<file path="config.mk">
export PLATFORM = sky130hd
export DESIGN_NAME = srl_fifo_buffer
export DESIGN_NICKNAME = d
export VERILOG_FILES = /design/src/rtl/srl_fifo_buffer_pkg.sv /design/src/rtl/srl_fifo_buffer_pipeline.sv /design/src/rtl/srl_fifo_buffer.sv
export SDC_FILE = /design/constraint.sdc
export NUM_CORES = 1
export LEC_CHECK = 0
export CORE_UTILIZATION = 50
export CTS_CLUSTER_DIAMETER = 120
export DETAILED_ROUTE_END_ITERATION = 7
export GPL_ROUTABILITY_DRIVEN = 0
export HOLD_SLACK_MARGIN = 0.05
export PLACE_DENSITY = 0.71
export SYNTH_ARGS = -nofsm -noshare
export SYNTH_HDL_FRONTEND = slang
export SYNTH_SLANG_ARGS = --single-unit
export TNS_END_PERCENT = 10
</file>
<file path="constraint.sdc">
create_clock -name clock -period 7.2 [get_ports clock]
set_clock_uncertainty 0.15 [all_clocks]
set_input_delay 1.44 -clock clock [delete_from_list [all_inputs] [get_ports clock]]
set_output_delay 1.44 -clock clock [all_outputs]
set_load 0.05 [all_outputs]
</file>
<file path="src/rtl/srl_fifo_buffer_pkg.sv">
// Shared helpers for the SRL-based FIFO buffer.
package srl_fifo_buffer_pkg;

    // Bits needed to address 'value' distinct locations (minimum 0).
    function automatic int clog2(input int value);
        int result;
        int remaining;
        result    = 0;
        remaining = value - 1;
        while (remaining > 0) begin
            result    = result + 1;
            remaining = remaining >> 1;
        end
        return result;
    endfunction

endpackage

</file>
<file path="src/rtl/srl_fifo_buffer_pipeline.sv">
// Variable-tap shift-register pipeline: words shift in at position 0 and the
// word at the registered tap position is presented on data_out. Storage has no
// reset, so it maps onto SRL16E/SRLC32E primitives; only the tap register
// clears.
module srl_fifo_buffer_pipeline
    import srl_fifo_buffer_pkg::*;
#(
    parameter int WORD_WIDTH = 8,
    parameter int PIPE_DEPTH = 16,
    parameter int ADDR_WIDTH = clog2(PIPE_DEPTH)
) (
    input  logic                  clock,
    input  logic                  clear,
    input  logic                  shift_data,
    input  logic                  tap_number_load,
    input  logic [ADDR_WIDTH-1:0] tap_number,
    input  logic [WORD_WIDTH-1:0] data_in,
    output logic [WORD_WIDTH-1:0] data_out
);

    logic [WORD_WIDTH-1:0] pipe [PIPE_DEPTH];
    logic [ADDR_WIDTH-1:0] tap;

    // Shift chain: new word enters at position 0, every stored word moves up one.
    always_ff @(posedge clock) begin
        if (shift_data) begin
            pipe[0] <= data_in;
            for (int i = 1; i < PIPE_DEPTH; i++) begin
                pipe[i] <= pipe[i-1];
            end
        end
    end

    // Tap address register; cleared so the read mux points at position 0.
    always_ff @(posedge clock) begin
        if (clear) begin
            tap <= '0;
        end else if (tap_number_load) begin
            tap <= tap_number;
        end
    end

    // Read mux driven by the registered tap.
    always_comb begin
        data_out = pipe[tap];
    end

endmodule

</file>
<file path="src/rtl/srl_fifo_buffer.sv">
// Ready/valid FIFO over the variable-tap SRL pipeline. The tap tracks
// occupancy so the oldest stored word always sits at the output.
//
// Handshake: a word moves on a port only in a cycle where both valid and
// ready are high at the rising clock edge. input_ready and output_valid are
// decoded from registered state only, so neither depends on the handshake
// inputs of the same cycle; valid must not wait on ready.
module srl_fifo_buffer
    import srl_fifo_buffer_pkg::*;
#(
    parameter int WORD_WIDTH = 8,
    parameter int DEPTH      = 16,
    parameter int ADDR_WIDTH = clog2(DEPTH)
) (
    input  logic                  clock,
    input  logic                  clear,
    input  logic                  input_valid,
    output logic                  input_ready,
    input  logic [WORD_WIDTH-1:0] input_data,
    output logic                  output_valid,
    input  logic                  output_ready,
    output logic [WORD_WIDTH-1:0] output_data
);

    localparam logic [ADDR_WIDTH:0]   COUNT_ZERO = '0;
    localparam logic [ADDR_WIDTH:0]   COUNT_ONE  = (ADDR_WIDTH+1)'(1);
    localparam logic [ADDR_WIDTH:0]   COUNT_FULL = (ADDR_WIDTH+1)'(DEPTH);
    localparam logic [ADDR_WIDTH-1:0] ADDR_ONE   = ADDR_WIDTH'(1);

    logic [ADDR_WIDTH:0]   count;
    logic [ADDR_WIDTH:0]   count_next;
    logic [ADDR_WIDTH-1:0] tap_next;
    logic                  push;
    logic                  pop;
    logic [WORD_WIDTH-1:0] pipeline_data;

    // Flags come from the registered count only; full blocks a push even when
    // a pop happens in the same cycle.
    always_comb begin
        input_ready  = (count != COUNT_FULL);
        output_valid = (count != COUNT_ZERO);
        push         = input_valid & input_ready;
        pop          = output_valid & output_ready;
    end

    // Next occupancy and the tap that will point at the oldest word after it.
    always_comb begin
        count_next = count;
        if (push && !pop) begin
            count_next = count + COUNT_ONE;
        end else if (pop && !push) begin
            count_next = count - COUNT_ONE;
        end
        // Truncated (count_next - 1); wraps harmlessly when empty since output is masked.
        tap_next = count_next[ADDR_WIDTH-1:0] - ADDR_ONE;
    end

    // Occupancy register; only updates when exactly one of push/pop happens.
    always_ff @(posedge clock) begin
        if (clear) begin
            count <= COUNT_ZERO;
        end else if (push ^ pop) begin
            count <= count_next;
        end
    end

    srl_fifo_buffer_pipeline #(
        .WORD_WIDTH (WORD_WIDTH),
        .PIPE_DEPTH (DEPTH),
        .ADDR_WIDTH (ADDR_WIDTH)
    ) u_pipeline (
        .clock           (clock),
        .clear           (clear),
        .shift_data      (push),
        .tap_number_load (1'b1),
        .tap_number      (tap_next),
        .data_in         (input_data),
        .data_out        (pipeline_data)
    );

    // Stale SRL contents stay hidden whenever the FIFO is empty.
    always_comb begin
        output_data = output_valid ? pipeline_data : '0;
    end

endmodule

</file>
**After elaboration in Yosys (flattened, before gate mapping)**

Memories as Yosys holds them, arrays and structs flattened. A register that Yosys moved wholly into a read port is not among the register bits.
Index checks and enable logic that the tools add are counted.

- RAM bits: 128
- Flip-flop bits (word level): 5
- Word-level logic and storage cells: 23
- Bits of input ports: 12
- Memories: 1

- Bitwise gates (word level): 3
- Equal/unequal tests: 1
- Reductions and logical operators: 7
- $add $sub $neg: 3
- Mux-type cells: 6

Memory list:

| name | depth | width | rd ports | clocked after memory_dff | wr ports | RTL line | RTL |
|---|---|---|---|---|---|---|---|
| u_pipeline.pipe | 16 | 8 | 16 | 1 | 16 | srl_fifo_buffer_pipeline.sv:21 | `logic [WORD_WIDTH-1:0] pipe [PIPE_DEPTH];` |

Operators by type and width:

| cell | count |
|---|---|
| 2-to-1 mux 5 bit | 2 |
| 2-to-1 mux 8 bit | 1 |
| adder 5 x 1 -> 5 bit, second input constant | 1 |
| != test 5 bit, second input constant | 1 |
| nonzero test 5 bit | 1 |
| subtractor 5 x 1 -> 5 bit, second input constant | 1 |
| 2-to-1 mux 4 bit | 1 |
| subtractor 4 x 1 -> 4 bit, second input constant | 1 |
| AND 1 bit | 2 |
| logical AND 1 bit | 2 |
| logical NOT 1 bit | 2 |
| 2-to-1 mux 1 bit | 2 |
| AND reduction 2 bit | 1 |
| nonzero test 2 bit | 1 |
| bitwise XOR 1 bit | 1 |

**Longest topological paths before layout**

Gate-level depths: netlist of the first run.

- Depth after elaboration: 8
- Mapped depth: 13

**Modules after synthesis**

A second synthesis of the first run with hierarchy kept.

- Cells, all modules: 287
- Area, all modules: 5,679.2 sq um

By module, submodules not included:

| module | times used | area each (sq um) | seq. area each (sq um) | cells an instance |
|---|---|---|---|---|
| srl_fifo_buffer_pipeline | 1 | 5,096.1 | 4,003.8 | 215 |
| srl_fifo_buffer | 1 | 583.1 | 100.1 | 72 |

**Worst setup path after synthesis of the first run**

Ideal clock, no wire load.

- Path type: input to register
- From: input port input_valid
- To: register with a tool-made name
- Data arrival time: 5.483 ns
- Stages: 8
- Path slack: 1.497 ns
- Library setup time: 0.070 ns
- Data required time: 6.980 ns
- Path through: nand2_1 inv_1 ha_1 buf_4 inv_1 a311o_2 a211o_1 a21oi_1

RTL lines:

| element | RTL line | RTL |
|---|---|---|
| start: declaration | srl_fifo_buffer.sv:17 | `input logic input_valid,` |

**Worst setup path in the final report of the first run**

- From: register count[0]
- To: output port output_data[4]

- Longest elaborated chain between the ends: 2

Ends and longest elaborated chain:

| element | RTL line | RTL |
|---|---|---|
| start: declaration | srl_fifo_buffer.sv:30 | `logic [ADDR_WIDTH:0] count;` |
| start signal: assignment | srl_fifo_buffer.sv:63 | `count <= count_next;` |
| nonzero test 5 bit | srl_fifo_buffer.sv:41 | `output_valid = (count != COUNT_ZERO);` |
| 2-to-1 mux 8 bit | srl_fifo_buffer.sv:83 | `output_data = output_valid ? pipeline_data : '0;` |
| end: declaration | srl_fifo_buffer.sv:22 | `output logic [WORD_WIDTH-1:0] output_data` |

No other way between the ends.

==> metrics.md, run 1 <==
| Metric | Value |
|---|---|
| Static Leakage | `~0.0021 uW` |
| Register area share after synthesis | `between 70 and 80%` |
| Max-slew headroom | `30.3%` |
| Commonest non-fill, non-tap cell in the layout | `edfxtp_1` |
| First-pass GRT wire length | `roughly 14 mm` |
| DR vias/cell | `5.88` |
| CTS tree | `done` |
| Worst vdd ir | `0.000246 V` |
| Sum of negative setup slack | `0 ps` |
| Row count | `37` |
| Distinct cells, synth | `37` |
| Pins Over Slew Limit | `0` |
| N_diodes | `0` |
| Endpoints failing hold | `0` |
| Worst EP arrival | `2990 ps` |
| Max_cap viols | `0` |
| Hold_buf cts | `0` |
| Status | `finished clean` |
| Synthesized Nets | `roughly 290` |
| Delay-heaviest family, CP | `buffers and inverters` |
| Critical path's largest stage delay | `850 ps` |
| CP max-delay cell | `clkdlybuf4s50_1` |
| Crit end category | `output port` |
| Clk_lat worst skew | `approximately 500 ps` |
| Postcts setup bufs | `0` |
| Die area | `roughly 11,000 um2` |
| CTS resizes | `0` |
| Syn_area_per_cell | `about 20 um2` |
| Most frequent cells in the layout | `128 x edfxtp_1, 32 x mux4_2, 21 x clkdlybuf4s50_1` |
| Vias in the first global route | `2,632` |
| Worst Path Max Fanout | `8` |
| Worst Hold Class | `flip-flop to flip-flop` |
| Buf/Inv on CP | `2` |
| Power Density | `about 400 nW/um2` |
| Total GRT Usage | `between 10% and 20%` |
| Power Total | `between 2000 and 3000 uW` |
| Syn. warnings | `0` |
| DRT iter0 DRCs | `about 220` |
| Post-route minimum period | `around 4600 ps` |
| Die Span Y | `around 110 um` |
| Required time worst endpoint | `5610 ps` |
| 1st-pass router iterations | `5` |
| Clock Tree Buf Depth | `2` |
| Root buf cell | `clkbuf_8` |
| Initial core utilization | `52.1%` |
| Fraction of layout cells with a size suffix above 1 | `22.5%` |
| DR WL/cell | `19.6 um` |
| DRT antenna net count | `0` |
| Routed Wire Length | `roughly 8.8 mm` |
| RSZ-0062 raised after global routing | `no` |
| DRC violations left | `0` |
| CTS buffer count | `17` |
| Synthesis-to-layout area growth | `16.5%` |
| Final Cycle Share | `a little under two thirds` |
| Clk slew on worst S/H paths | `60 ps` |
| Fin nets | `316` |
| Setup violations, final | `0` |
| Port bufs | `21` |
| Htree depth | `4` |
| Crit path cell chain | `inv_1 -> ha_1 -> nand3b_1 -> nand2_1 -> o22ai_1 -> clkdlybuf4s50_1` |
| Clock sinks | `~140` |
| Post-DP HPWL | `4.88 mm` |
| Total global routing overflow | `0` |
| Num ports | `22` |
| Largest net degree at the start of global routing | `between 70 and 80` |
| Vias | `roughly 2,600` |
| Utilization after layout | `60.8%` |
| Fmax | `approximately 0.22 GHz` |
| Initial antenna violation count | `0` |
| CP Launch Type | `flip-flop` |
| Mapped cell area | `5460 um2` |
| Yosys reg bits | `approximately 140` |
| Critical Setup Path Class | `flip-flop to output port` |
| Syn Inst Count | `269` |
| Die width | `roughly 110 um` |
| Slew @ Worst Pin | `approximately 1000 ps` |
| Core ar. | `around 10,000 um2` |
==> final timing paths <==
path | end | cells after the start | slack (ps) | from
setup / recovery | output_data[4] | 6 | 2620 | count[0]
hold / removal | u_pipeline.pipe[7][4] | 0 | 290 | u_pipeline.pipe[6][4]
setup reg to reg | flip-flop | 10 | 3890 | count[0]
hold reg to reg | u_pipeline.pipe[7][4] | 0 | 290 | u_pipeline.pipe[6][4]
==> per-layer routing <==
metal,track usage (%),up-vias,wire length (um)
met3,5.21,6,446
met2,25.2,75,4260
li1,-,1173,-
met4,5.58,0,68
met1,24.5,1373,4010
met5,0,-,0
==> stage by stage <==
| step | worst slack (ps) | hold WS (ps) | cells | area (um2) |
|---|---|---|---|---|
| CTS | 2550 | 294 | 447 | 6360 |
| detailed placement | 2900 | 281 | 415 | 5780 |
| global placement | 3010 | 274 | 415 | 5780 |
| global route | 2420 | 297 | 447 | 6360 |
| floorplan | 1500 | 271 | 269 | 5460 |
| finish | 2620 | 292 | 447 | 6360 |
==> Yosys cell counts <==
library cell | n | area [um2]
dfxtp_1 | 9 | 180
o211ai_1 | 1 | 7.51
nor2b_1 | 1 | 6.26
mux4_2 | 32 | 721
or4_1 | 1 | 7.51
o21ai_0 | 1 | 5.00
nand3b_1 | 2 | 15.0
buf_4 | 1 | 7.51
and4b_2 | 1 | 11.3
nor3_1 | 1 | 5.00
and3_2 | 1 | 7.51
and4_1 | 1 | 8.76
buf_1 | 5 | 18.8
o22ai_1 | 8 | 50.1
and3b_2 | 1 | 10.0
a22oi_1 | 1 | 7.51
a311o_2 | 1 | 11.3
nor2_1 | 7 | 26.3
mux2i_1 | 17 | 170
o32a_1 | 1 | 10.0
a211o_1 | 1 | 8.76
nand4b_1 | 1 | 8.76
o311a_1 | 1 | 10.0
a211oi_1 | 3 | 22.5
nand3_1 | 3 | 15.0
buf_2 | 6 | 30.0
nand2b_1 | 2 | 12.5
nand2_1 | 5 | 18.8
nor3b_1 | 1 | 7.51
ha_1 | 6 | 75.1
inv_1 | 6 | 22.5
o32ai_1 | 1 | 8.76
a21oi_1 | 6 | 30.0
or3_1 | 1 | 6.26
xnor2_1 | 3 | 26.3
edfxtp_1 | 128 | 3840
buf_6 | 2 | 22.5
==> cell type report <==
cell class              instances  area [um2]
well taps                     136         170
multi-input cells             112        1330
clock inverters                14         156
fillers                       762        4110
clock buffers                  18         418
repair buffers                 24         233
flip-flops and latches        137        4030
inverters                       6        25.0
==> state kept, by name, indices dropped and copies added (netlist names), named ones only <==
register	flops
u_pipeline.pipe	128
count	5
==> kinds of logic after synthesis <==
family | Yosys count | synth area share (%)
adders and majority gates | 6 | 1.38
and+or+nand+nor | 29 | 3.05
buffers and inverters | 20 | 1.86
DFF | 137 | 73.8
muxes | 49 | 16.3
xor gates and xnor gates | 3 | 0.482
AOI/OAI and AO/OA | 25 | 3.14
==> where the power goes <==
group	switching, uW	internal, uW
registers	65.2	963
logic	392	312
clock network	316	522
total	773	1800
Power figures use the tool's default switching activity.
==> run 2: changes to the inputs <==
--- a/config.mk
+++ b/config.mk
@@ -10,7 +10,7 @@
 export DETAILED_ROUTE_END_ITERATION = 7
 export GPL_ROUTABILITY_DRIVEN = 0
 export HOLD_SLACK_MARGIN = 0.05
-export PLACE_DENSITY = 0.71
+export PLACE_DENSITY = 0.73
 export SYNTH_ARGS = -nofsm -noshare
 export SYNTH_HDL_FRONTEND = slang
 export SYNTH_SLANG_ARGS = --single-unit
==> constraint.sdc (replaced) <==
create_clock -name clock -period 3.8 [get_ports clock]
set_clock_uncertainty 0.15 [all_clocks]
set_input_delay 0.76 -clock clock [delete_from_list [all_inputs] [get_ports clock]]
set_output_delay 0.76 -clock clock [all_outputs]
set_load 0.05 [all_outputs]
==> metrics.md, run 2 (synthesized netlist as in run 1, its figures left out) <==
| Metric | Value |
|---|---|
| Final Cycle Share | `a little under 90%` |
| Critical Setup Path Class | `flip-flop to output port` |
| Worst EP arrival | `around 2400 ps` |
| Required time worst endpoint | `about 2900 ps` |
| Clk slew on worst S/H paths | `60 ps` |
| Row count | `37` |
| Cell Int Power | `roughly 3400 uW` |
| Power Total | `4840 uW` |
| CTS tree | `done` |
| Worst Hold Class | `flip-flop to flip-flop` |
| Max_cap viols | `0` |
| Clock sinks | `137` |
| Fraction of layout cells with a size suffix above 1 | `between 20% and 30%` |
| Synthesis-to-layout area growth | `17.7%` |
| Sequential share of power | `between 40% and 50%` |
| N_diodes | `0` |
| Vias in the first global route | `2,641` |
| Gate power share | `~28%` |
| DR WL/cell | `20.2 um` |
| Slew @ Worst Pin | `665 ps` |
| Initial antenna violation count | `0` |
| Routed Wire Length | `between 9 and 10 mm` |
| Endpoints failing hold | `0` |
| Worst vdd ir | `0.000539 V` |
| Total GRT Usage | `about 18%` |
| Post-Place Worst Slack | `a little over 800 ps` |
| Largest net degree at the start of global routing | `129` |
| Commonest non-fill, non-tap cell in the layout | `edfxtp_1` |
| Static Leakage | `0.00213 uW` |
| Worst Min Path Start | `u_pipeline.pipe[6][3]` |
| RSZ-0062 raised after global routing | `no` |
| Root buf cell | `clkbuf_8` |
| CTS buffer count | `17` |
| DRT antenna net count | `0` |
| Clk network pwr share | `roughly 31%` |
| Num ports | `22` |
| Crit end category | `output port` |
| Post-route minimum period | `3340 ps` |
| Port bufs | `21` |
| Max FFs per register | `128` |
| Register bank with the most flops | `u_pipeline.pipe` |
| Largest regs | `u_pipeline.pipe: 128 flops, count: 5 flops` |
| Initial core utilization | `52.1%` |
| Final std cells w/o fill | `448` |
| Post-DP HPWL | `between 5 and 6 mm` |
| Switching power of the nets | `between 1000 and 1500 uW` |
| Die Span Y | `106 um` |
| Status | `finished clean` |
| CTS resizes | `0` |
| CP Launch Type | `flip-flop` |
| Pins Over Slew Limit | `0` |
| Setup violations, final | `0` |
| Placed cell count | `approximately 420` |
| Die width | `106 um` |
| DRT iter0 DRCs | `160` |
| Power Density | `between 700 and 800 nW/um2` |
| DR vias/cell | `between 5 and 6` |
| DRC violations left | `0` |
| Net Sw Frac | `a little under a third` |
| Most frequent cells in the layout | `128 x edfxtp_1, 32 x mux4_2, 17 x mux2i_1` |
| Htree depth | `4` |
| Hold_buf cts | `0` |
| Clock Tree Buf Depth | `2` |
| Fin nets | `317` |
| Die area | `11,300 um2` |
| Worst Path Max Fanout | `24` |
| 1st-pass router iterations | `6` |
| Core ar. | `about 10,000 um2` |
| Clk_lat worst skew | `~520 ps` |
| Vias | `roughly 2,600` |
| Max-slew headroom | `about 56%` |
| First-pass GRT wire length | `approximately 14 mm` |
| Total global routing overflow | `0` |
| Fmax | `0.299 GHz` |
| Final worst setup slack | `458 ps` |
| Worst r2r src | `count[0]` |
| Postcts setup bufs | `0` |
## run 2: cell count changes in the layout (fill, tap and decap cells not counted), moves of 2 or more
cell and change:
clkdlybuf4s50_1 -8, buf_4 +7, buf_12 +2, dfxtp_1 -2, inv_1 -2, nand3_1 -2, nor2_1 -2
## run 2: power groups by stage
stage / combinational (uW) / clock [uW] / sequential (uW)
after floorplan: 1110 / 0 / 1910
after global placement: 1370 / 0 / 1980
after detailed placement: 1380 / 0 / 1990
after CTS: 1390 / 1550 / 1960
after global routing: 1460 / 1600 / 1980
final: 1370 / 1510 / 1960
## run 2: critical path, stage by stage (launching register included)
cell and delay, ps:
dfxtp_2 530, buf_12 270, mux4_2 550, mux2i_1 160, o22ai_1 140, buf_4 230
## run 2: metal layers
layer  share of wire, %  vias to the layer above  track usage [%]  routed length, um
li1                   -                     1177                -                  -
met1                 47                     1346             24.7               4220
met2                 48                       54             26.4               4380
met3                3.8                        7             4.97                340
met4                1.1                        0             7.63                101
met5                  0                        -                0                  0
## run 2: metrics by stage
stage / utilization (%) / TNS, ps / hold slack, ps / cell area (um2)
global route: 61.3 / 0 / 303 / 6420
floorplan: - / -2620 / 271 / 5530
CTS: 61.3 / 0 / 293 / 6420
detailed placement: 56.1 / 0 / 279 / 5870
global placement: 56.1 / 0 / 272 / 5870
finish: 61.3 / 0 / 294 / 6420
## run 2: worst paths after layout
kind | slack, ps | end | depth (start not counted)
max | 460 | output_data[6] | 5
min | 290 | u_pipeline.pipe[7][3] | 0
max reg2reg | 1300 | flip-flop | 9
min reg2reg | 290 | u_pipeline.pipe[7][3] | 0
## run 2: layout make-up
cell class | count | area, um2
fillers | 749 | 4040
flip-flops and latches | 137 | 4030
multi-input cells | 112 | 1400
clock buffers | 17 | 414
repair buffers | 25 | 245
well taps | 136 | 170
clock inverters | 15 | 135
inverters | 6 | 28.8
==> run 3: changes to the inputs <==
--- a/config.mk
+++ b/config.mk
@@ -9,6 +9,7 @@
 export CTS_CLUSTER_DIAMETER = 120
 export DETAILED_ROUTE_END_ITERATION = 7
 export GPL_ROUTABILITY_DRIVEN = 0
+export GPL_TIMING_DRIVEN = 0
 export HOLD_SLACK_MARGIN = 0.05
 export PLACE_DENSITY = 0.73
 export SYNTH_ARGS = -nofsm -noshare
==> metrics.md, run 3 (synthesized netlist as in run 1, its figures left out) <==
| Metric | Value |
|---|---|
| Total GRT Usage | `a little under a fifth` |
| Worst vdd ir | `a little under 0.0006 V` |
| Critical Setup Path Class | `flip-flop to output port` |
| Max FFs per register | `128` |
| DR vias/cell | `5.73` |
| Die width | `106 um` |
| Synthesis-to-layout area growth | `19.0%` |
| Required time worst endpoint | `around 2900 ps` |
| Fmax | `between 0.2 and 0.3 GHz` |
| Met1 GRT Util | `approximately 25%` |
| Slew @ Worst Pin | `~590 ps` |
| Clk network pwr share | `just over 30%` |
| Post-route minimum period | `between 3000 and 4000 ps` |
| Pins Over Slew Limit | `0` |
| Worst Path Max Fanout | `10` |
| Sequential share of power | `40.0%` |
| Max_cap viols | `0` |
| CTS buffer count | `17` |
| Clock sinks | `approximately 140` |
| CTS tree | `done` |
| Global routing's busiest layer | `met2` |
| Port bufs | `20` |
| Routed Wire Length | `9.10 mm` |
| GR Util met3 | `5.82%` |
| Critical path's largest stage delay | `~570 ps` |
| Status | `finished clean` |
| Hold WS | `288 ps` |
| Max-slew headroom | `60.9%` |
| 1st-pass router iterations | `5` |
| Power Density | `736 nW/um2` |
| Utilization after layout | `62.1%` |
| Row count | `37` |
| Final Cycle Share | `a little over nine tenths` |
| Gate power share | `29.8%` |
| Htree depth | `4` |
| N_diodes | `0` |
| Register bank with the most flops | `u_pipeline.pipe` |
| Fin nets | `around 330` |
| DRT antenna net count | `0` |
| Clk_lat worst skew | `slightly above 500 ps` |
| Post-DP HPWL | `5.57 mm` |
| Most common cell on crit path | `buf_2` |
| Num ports | `22` |
| Setup violations, final | `0` |
| Die area | `11,300 um2` |
| Endpoints failing hold | `0` |
| Die Span Y | `roughly 110 um` |
| Clock Tree Buf Depth | `2` |
| Initial core utilization | `52.1%` |
| Core ar. | `10,500 um2` |
| RSZ-0062 raised after global routing | `no` |
| Fraction of layout cells with a size suffix above 1 | `about 29%` |
| CP max-delay cell | `mux4_2` |
| Net Sw Frac | `between 30% and 40%` |
| Worst EP arrival | `2650 ps` |
| GRT met2 Usage | `26.6%` |
| Vias in the first global route | `between 2,000 and 3,000` |
| Clk slew on worst S/H paths | `roughly 60 ps` |
| Initial antenna violation count | `0` |
| DRC violations left | `0` |
| Static Leakage | `0.00220 uW` |
| Vias | `roughly 2,600` |
| Most frequent cells in the layout | `128 x edfxtp_1, 32 x mux4_2, 17 x mux2i_1` |
| CP Launch Type | `flip-flop` |
| Total global routing overflow | `0` |
| Commonest non-fill, non-tap cell in the layout | `edfxtp_1` |
| DRT iter0 DRCs | `about 170` |
| Worst Hold Class | `input pin to flip-flop` |
| DR WL/cell | `about 20 um` |
| Crit end category | `output port` |
| Crit path cell chain | `buf_2 -> buf_2 -> mux4_2 -> mux2i_1 -> o22ai_1 -> dlygate4sd2_1` |
| Largest net degree at the start of global routing | `48` |
| Root buf cell | `clkbuf_8` |
| Cell Int Power | `~3300 uW` |
| Switching power of the nets | `1500 uW` |
| First-pass GRT wire length | `14.6 mm` |
| Largest regs | `u_pipeline.pipe: 128 flops, count: 5 flops` |
-- run 3: per-layer routing --
| metal | wire (um) | share of wire [%] |
|---|---|---|
| met5 | 0 | 0 |
| met4 | 118 | 1.3 |
| met3 | 396 | 4.4 |
| met2 | 4400 | 48 |
| met1 | 4180 | 46 |
-- run 3: worst max-delay path, delay by kind of cell, from the launching register on --
kind | cells | cell delay (ps)
compound gates | 1 | 110
buf+inv | 3 | 990
flops | 1 | 310
mux | 2 | 730
-- run 3: timing repair --
| action | in CTS | in global routing |
|---|---|---|
| buffers inserted | 0 | 0 |
| hold buffers | 0 | 0 |
| endpoints found under the setup margin | 8 | 0 |
| gates resized for setup | 13 | 0 |
-- run 3: power groups by stage --
stage | Clock, uW | Sequential (uW) | Combinational, uW
2_1_floorplan | 0 | 1910 | 1110
3_3_place_gp | 0 | 1940 | 1450
3_5_place_dp | 0 | 1940 | 1480
4_1_cts | 1480 | 1910 | 1440
5_1_grt | 1540 | 1930 | 1540
6_report | 1440 | 1910 | 1430
-- run 3: final timing paths --
check / startpoint / end / slack, ps / depth (start not counted)
worst max-delay path: flip-flop / output_data[3] / 240 / 6
worst max register to register: count[0] / flip-flop / 870 / 11
worst min-delay path: clear / count[0] / 290 / 2
worst min register to register: u_pipeline.pipe[2][5] / u_pipeline.pipe[3][5] / 290 / 0
-- run 3: layout make-up --
class | instances | area, um2
flip-flops and latches | 137 | 4030
well taps | 136 | 170
repair buffers | 23 | 258
fillers | 758 | 3970
plain buffers | 14 | 90.1
clock buffers | 17 | 414
clock inverters | 14 | 109
inverters | 6 | 28.8
multi-input cells | 112 | 1400
-- run 3: stage by stage --
step / setup slack (ps) / cell area [um2] / TNS [ps] / std cells / power, uW
2_1_floorplan: -497 / 5530 / -2620 / 269 / 3020
3_3_place_gp: -1740 / 5900 / -93210 / 425 / 3390
3_5_place_dp: 292 / 5970 / 0 / 428 / 3420
4_1_cts: 167 / 6490 / 0 / 459 / 4840
5_1_grt: 20.0 / 6490 / 0 / 459 / 5010
6_report: 236 / 6490 / 0 / 459 / 4780
